==> src/rtl/hht_pkg.sv <==
// Shared types and defaults for the HHT fetch scheduler: control state encoding
// and the default run geometry.
package hht_pkg;

    localparam int V_SIZE_DEF = 9;
    localparam int DW_DEF     = 32;

    typedef enum logic [2:0] {
        ST_IDLE,
        ST_LOAD_V,
        ST_STREAM,
        ST_DRAIN,
        ST_DONE
    } state_t;

endpackage

==> src/rtl/hht_out_stage.sv <==
// Single-entry column output register with valid/ready holding; reports when
// a new word may be loaded this cycle.
module hht_out_stage #(
    parameter int DW = 32
) (
    input  logic          Clk,
    input  logic          Rst,
    input  logic          load,
    input  logic [DW-1:0] load_data,
    input  logic          col_ready,
    output logic          col_valid,
    output logic [DW-1:0] col_data,
    output logic          can_load
);

    logic          valid_q, valid_d;
    logic [DW-1:0] data_q, data_d;

    // A word may enter when the register is empty or its occupant leaves this cycle.
    assign can_load  = !valid_q || col_ready;
    assign col_valid = valid_q;
    assign col_data  = data_q;

    always_comb begin
        valid_d = valid_q;
        data_d  = data_q;
        if (load) begin
            valid_d = 1'b1;
            data_d  = load_data;
        end else if (col_ready) begin
            valid_d = 1'b0;
        end
    end

    always_ff @(posedge Clk or posedge Rst) begin
        if (Rst) begin
            valid_q <= 1'b0;
            data_q  <= '0;
        end else begin
            valid_q <= valid_d;
            data_q  <= data_d;
        end
    end

endmodule

==> src/rtl/hht_fetch_sched.sv <==
// HHT fetch scheduler: loads V_SIZE v-values from memory, then streams csize
// column words through a valid/ready output register over one shared read port.
module hht_fetch_sched
    import hht_pkg::*;
#(
    parameter int V_SIZE = V_SIZE_DEF,
    parameter int DW     = DW_DEF
) (
    input  logic                 Clk,
    input  logic                 Rst,
    input  logic                 start,
    input  logic [DW-1:0]        v_values_base,
    input  logic [DW-1:0]        wdata_col_base,
    input  logic [DW-1:0]        csize,
    output logic [DW-1:0]        mem_addr,
    output logic                 mem_rd,
    input  logic [DW-1:0]        mem_rdata,
    output logic [V_SIZE*DW-1:0] val,
    output logic                 col_valid,
    output logic [DW-1:0]        col_data,
    input  logic                 col_ready,
    output logic                 busy,
    output logic                 done
);

    localparam int KW = (V_SIZE > 1) ? $clog2(V_SIZE) : 1;
    localparam logic [KW-1:0] K_LAST = KW'(V_SIZE - 1);

    state_t        state_q, state_d;
    logic [KW-1:0] v_idx_q, v_idx_d;
    logic [DW-1:0] col_idx_q, col_idx_d;
    logic [DW-1:0] v_base_q, v_base_d;
    logic [DW-1:0] col_base_q, col_base_d;
    logic [DW-1:0] csize_q, csize_d;
    logic [DW-1:0] val_q [V_SIZE];
    logic [DW-1:0] val_d [V_SIZE];

    logic issue;
    logic can_load;

    always_comb begin
        // NOTE: every comb output gets a default first so no path can infer a latch.
        state_d    = state_q;
        v_idx_d    = v_idx_q;
        col_idx_d  = col_idx_q;
        v_base_d   = v_base_q;
        col_base_d = col_base_q;
        csize_d    = csize_q;
        val_d      = val_q;
        mem_rd     = 1'b0;
        mem_addr   = '0;
        issue      = 1'b0;
        busy       = (state_q != ST_IDLE);
        done       = 1'b0;

        case (state_q)
            ST_IDLE: begin
                if (start) begin
                    state_d    = ST_LOAD_V;
                    v_idx_d    = '0;
                    col_idx_d  = '0;
                    v_base_d   = v_values_base;
                    col_base_d = wdata_col_base;
                    csize_d    = csize;
                end
            end
            ST_LOAD_V: begin
                mem_rd          = 1'b1;
                mem_addr        = v_base_q + DW'(v_idx_q);
                val_d[v_idx_q]  = mem_rdata;
                v_idx_d         = v_idx_q + KW'(1);
                if (v_idx_q == K_LAST) begin
                    state_d = (csize_q != '0) ? ST_STREAM : ST_DONE;
                end
            end
            ST_STREAM: begin
                // Reads are throttled by the output register so no word is ever overwritten.
                if (can_load) begin
                    issue     = 1'b1;
                    mem_rd    = 1'b1;
                    mem_addr  = col_base_q + col_idx_q;
                    col_idx_d = col_idx_q + DW'(1);
                    if (col_idx_q == csize_q - DW'(1)) begin
                        state_d = ST_DRAIN;
                    end
                end
            end
            ST_DRAIN: begin
                if (col_valid && col_ready) begin
                    state_d = ST_DONE;
                end
            end
            ST_DONE: begin
                done    = 1'b1;
                state_d = ST_IDLE;
            end
            default: state_d = ST_IDLE;
        endcase
    end

    always_ff @(posedge Clk or posedge Rst) begin
        if (Rst) begin
            state_q    <= ST_IDLE;
            v_idx_q    <= '0;
            col_idx_q  <= '0;
            v_base_q   <= '0;
            col_base_q <= '0;
            csize_q    <= '0;
            // NOTE: the v-value store is visible on a port and must read zero after reset, so it is cleared here.
            for (int i = 0; i < V_SIZE; i++) begin
                val_q[i] <= '0;
            end
        end else begin
            state_q    <= state_d;
            v_idx_q    <= v_idx_d;
            col_idx_q  <= col_idx_d;
            v_base_q   <= v_base_d;
            col_base_q <= col_base_d;
            csize_q    <= csize_d;
            val_q      <= val_d;
        end
    end

    for (genvar g = 0; g < V_SIZE; g++) begin : g_val
        assign val[g*DW +: DW] = val_q[g];
    end

    hht_out_stage #(
        .DW(DW)
    ) u_out_stage (
        .Clk       (Clk),
        .Rst       (Rst),
        .load      (issue),
        .load_data (mem_rdata),
        .col_ready (col_ready),
        .col_valid (col_valid),
        .col_data  (col_data),
        .can_load  (can_load)
    );

endmodule

==> config.mk <==
export PLATFORM = sky130hd
export DESIGN_NAME = hht_fetch_sched
export DESIGN_NICKNAME = d
export VERILOG_FILES = /design/src/rtl/hht_pkg.sv /design/src/rtl/hht_out_stage.sv /design/src/rtl/hht_fetch_sched.sv
export SDC_FILE = /design/constraint.sdc
export NUM_CORES = 1
export LEC_CHECK = 0
export BUFFER_PORTS_ARGS = -buffer_cell sky130_fd_sc_hd__buf_2
export CAP_MARGIN = 20
export CELL_PAD_IN_SITES_DETAIL_PLACEMENT = 0
export CELL_PAD_IN_SITES_GLOBAL_PLACEMENT = 1
export CORE_MARGIN = 2
export CORE_UTILIZATION = 39
export CTS_BUF_LIST = sky130_fd_sc_hd__clkbuf_16
export CTS_CLUSTER_DIAMETER = 200
export DETAILED_ROUTE_END_ITERATION = 8
export PLACE_DENSITY = 0.76
export SYNTH_ARGS = -nofsm -noshare
export SYNTH_HDL_FRONTEND = slang
export SYNTH_HIERARCHICAL = 1
export SYNTH_SLANG_ARGS = --single-unit
==> constraint.sdc <==
create_clock -name Clk -period 12.6 [get_ports Clk]
set_input_delay 0 -clock Clk [delete_from_list [all_inputs] [get_ports Clk]]
set_output_delay 0 -clock Clk [all_outputs]
set_load 0.01 [all_outputs]
# == Word level (Yosys, flattened, before mapping) ==
# Index checks and enable logic that the tools add are counted.
# classes
n_addsub,5
mul,0
div_mod_pow,0
n_lt_le_gt_ge,2
n_eq_ne,11
shift,0
mux,23
n_bitwise,1
reduce_logical,14
# ops
cell,n
$bwmux 288,1
$demux 32 s4,1
$mux 32,4
$pmux 32 s2,2
$add 32x1->32 const B,1
$add 32x32->32,1
$add 32x4->32,1
$eq 32x32->1,1
$reduce_bool 32->1,1
$sub 32x1->32 const B,1
$mux 3,6
$pmux 3 s4,1
$ne 2x2->1 const B,5
$pmux 4 s2,1
$eq 3x2->1 const B,2
$reduce_bool 2->1,3
$ge 5x5->1 const B,1
$lt 5x1->1 const B,1
$mux 1,5
$not 4->5,1
$reduce_and 5->1,1
$add 4x1->4 const B,1
$eq 4x4->1 const B,1
$mux 4,1
10 further kinds,12
# totals
register_bits,456
latch_bits,0
ram_bits,0
mem_bits_ro,0
in_bits,132
n_memories,0

# == Logic depth before layout (Yosys ltp) ==
# logic_depth
word_depth,6
depth_mapped,10
depth_no_buf,10

# == Hierarchy ==
# The synthesis kept the hierarchy.
# by_module_without_submodules
mod,instances,cells_each,area_per_inst_um2,seq_area_each_um2
hht_fetch_sched,1,1744,19725.2,10585.2
hht_out_stage,1,72,1382.6,825.8

# == Least setup slack after synthesis ==
# Ideal clock, no wire load.
# synth_timing
kind,flip-flop to output port
start,register col_idx_q[0]
end,output mem_addr[24]
arrival_time_ps,2844
setup_slack_ps,9756
path_stages_with_launch,11
path_buffers,0
cell_sequence,dfrtp_1 ha_1 fa_1 a211oi_1 nor3_1 o31ai_1 a21oi_1 a221oi_1 o311ai_1 xnor2_1 o22ai_1
# synth_via
elab_chain_len,3
# synth_lines
element,line,rtl
from (decl),hht_fetch_sched.sv:31,"logic [DW-1:0] col_idx_q, col_idx_d;"
from (signal assigned),hht_fetch_sched.sv:116,col_idx_q <= col_idx_d;
$add 32x32->32,hht_fetch_sched.sv:81,mem_addr = col_base_q + col_idx_q;
$mux 32,hht_fetch_sched.sv:78,if (can_load) begin
$pmux 32 s2,hht_fetch_sched.sv:56,case (state_q)
to (decl),hht_fetch_sched.sv:15,"output logic [DW-1:0] mem_addr,"
# No other way between the ends.

# == Worst setup path after layout ==
# layout_timing
start,register col_idx_q[0]
end,output mem_addr[28]
# The elaborated chain is that of the path after synthesis.

==> results.md <==
- Status: finished clean
- CTS Buffer Depth: 3
- Vias per inst: 5.25
- Seq/Total Area, Yosys: 54.1%
- Starting density of the core: 39.3%
- Vias in the first global route: 16,500
- DRT iter0 DRCs: 1,021
- Die Height: 237 um
- Maxcap violations: 0
- HP Class: in2async
- Top_reg_cell synth: dfrtp_1
- Share of layout cells above drive strength 1: 37.3%
- Slew margin rel.: 28.5%
- Root buffer cell: clkbuf_16
- Reg2Reg Setup Slack: 9320 ps
- Final worst-path cycle share: 32.8%
- Area growth, synth to finish: 28.3%
- RR Startpoint: state_q[2]$_DFFE_PP0P_
- Detailed Route WL: 65.9 mm
- Post-detail-place hpwl: 47.0 mm
- CTS clk-pin slew, worst paths: 60 ps
- I/O Buffers: 487
- Die area: 56,000 um2
- PD cells: 245 nW/um2
- Critical path arrival: 4140 ps
- Clock skew: 17.8 ps
- # IOs: 488
- CORE AREA: 53,700 um2
- Critical Path RT: 12,600 ps
- Placed cell areas: 24,200 um2
- Worst slew pin tran: 1070 ps
- Num CTS Buffers: 49
- Routed Antenna Nets: 0
- # diodes: 0
- DRC: 0
- Synth warn: 6
- Total Power: 0.00663 W
- Asr flop ratio synth: 100%
- Post-synth EDFFs: 0
- Most frequent cells in the layout: 487 x buf_2, 456 x dfrtp_1, 346 x nand2_1
- Final setup viols: 0
- Chip Width: 237 um
- FF+latch count, synth: 456
- Most common cell after layout, fill and taps aside: buf_2
- Core Rows: 85
- Design Area, Final: 27,100 um2
- Routed length per instance: 20.9 um
- Final min period: 4140 ps
- Final Max Tran Viols: 0
- Post-synth cell types: 70
- Clk_lat worst skew: 600 ps
- Critical path class: reg2out
- Worst Path Max Fanout: 7
- Fin Setup TNS: 0 ps
- Total Routing Usage GR: 23.2%
- CTS H-tree lvls: 2
- Synthesized net count: 1,992
- Leak: 12.9 nW
- Worst vdd ir: 0.000113 V
- Gate Count Post-Synth: 1,816
- Synth top area share: 54.1%
- CP endpoint kind: output port
- Initial antenna violation count: 1
- Sink Count: 456
- R2r worst-path depth: 5
- First-pass GRT wire length: 100 mm
- DR vias: 16,500
- Final GP Congestion: 0.899
- Unrepaired setup endpoints after global routing: no
- Fmax: 0.242 GHz
- Avg Cell Area, Syn: 11.6 um2
- Pre-antenna DRT Iters: 5
- TritonCTS clock tree: done
- Final Hold Viols: 0
- Fin util: 50.4%
- Worst setup SP type: register
- PostCTS Resize Cnt: 0
- Nets: 2,595
- Largest net degree at the start of global routing: 168
- Leading area contributor after synthesis: dfrtp_1
- Grt ovf: 0
- Synth top area cells: dfrtp_1 54%, mux2_2 16%, nand2_1 6.3%
- Synthesized cell area: 21,100 um2
- Reg2Reg Capture Point: val[100]$_DFFE_PP0P_
[worst max-delay path, cell delays in order, from the launching register on]
cell,delay (ps)
dfrtp_1,460
ha_1,260
fa_1,420
a211oi_1,330
nor3_1,100
o31ai_1,300
a21oi_1,220
a221oi_1,690
o21ai_0,260
xnor2_1,220
o22ai_1,110
buf_2,170
[stage by stage]
stage / setup slack (ps) / instances / hold slack (ps)
2_1_floorplan: 823 / 1816 / 105
3_3_place_gp: 9190 / 2933 / 163
3_5_place_dp: 9150 / 2933 / 167
4_1_cts: 8480 / 3151 / 68.5
5_1_grt: 8210 / 3152 / 100
6_report: 8460 / 3152 / 49.2
[where the power goes]
group	switching, W	internal (W)	leakage, nW	total (W)
sequential	0.000423	0.00209	5.47	0.00251
clock	0.000598	0.000810	0.803	0.00141
combinational	0.00148	0.00123	6.61	0.00271
total	0.00250	0.00413	12.9	0.00663
[how the worst max path moves through the flow]
stage          slack, ps  cells past startpoint                        end                startpoint
6_report            8460                     11               mem_addr[28]  col_idx_q[0]$_DFFE_PP0P_
3_3_place_gp        9190                     11               mem_addr[28]  col_idx_q[0]$_DFFE_PP0P_
3_5_place_dp        9150                     11               mem_addr[28]  col_idx_q[0]$_DFFE_PP0P_
2_1_floorplan        820                      1  col_base_q[0]$_DFFE_PP0P_                       Rst
4_1_cts             8480                     11               mem_addr[28]  col_idx_q[0]$_DFFE_PP0P_
5_1_grt             8210                     11               mem_addr[28]  col_idx_q[0]$_DFFE_PP0P_
[cells by family after synthesis]
group / share of synthesized area [%]
compound gates: 5.25
xor+xnor: 5.02
fa+ha+maj: 2.68
buf+inv: 1.96
flops: 54.1
mux: 17.9
simple gates: 13.1
[synth_stat cells, drive strengths merged, types with 7 or more instances]
cell type,number
and3,26
mux2,321
xor2,67
nor4,12
a21o,10
nand4,23
buf,38
nand3,33
o22ai,23
inv,16
nand2,356
ha,42
dfrtp,456
o21ai,36
nand2b,7
nor2,67
a21oi,46
nor3,21
or3,12
clkbuf,38
or2,9
xnor2,54
nor3b,11
[sequential cells by signal (all words and copies together) (netlist names)]
| name | count |
|---|---|
| v_base_q | 32 |
| u_out_stage/col_valid | 1 |
| col_base_q | 32 |
| state_q | 3 |
| u_out_stage/col_data | 32 |
| csize_q | 32 |
| val | 288 |
| col_idx_q | 32 |
| v_idx_q | 4 |
[final cells by class]
class                   count  area (um2)
clock buffers              49        1230
clock inverters            39         338
fillers                  4794       26600
inverters                  16        67.6
multi-input cells        1268        9320
flip-flops and latches    456       11400
well taps                 696         871
repair buffers            628        3850
[layer usage]
metal | track usage, % | share of wire, % | vias up
met2 | 40.6 | 50 | 547
li1 | - | - | 7575
met5 | 0 | 0.026 | -
met1 | 28.4 | 41 | 8300
met3 | 4.88 | 6.4 | 119
met4 | 7.94 | 3.2 | 2
[repair_timing]
item / 4_1_cts / 5_1_grt
buffers inserted: 0 / 0
setup endpoints to repair: 0 / 0
hold buffers: 130 / 0
hold endpoints to repair: 559 / 0
No activity file was read; power rests on OpenSTA's default activity.
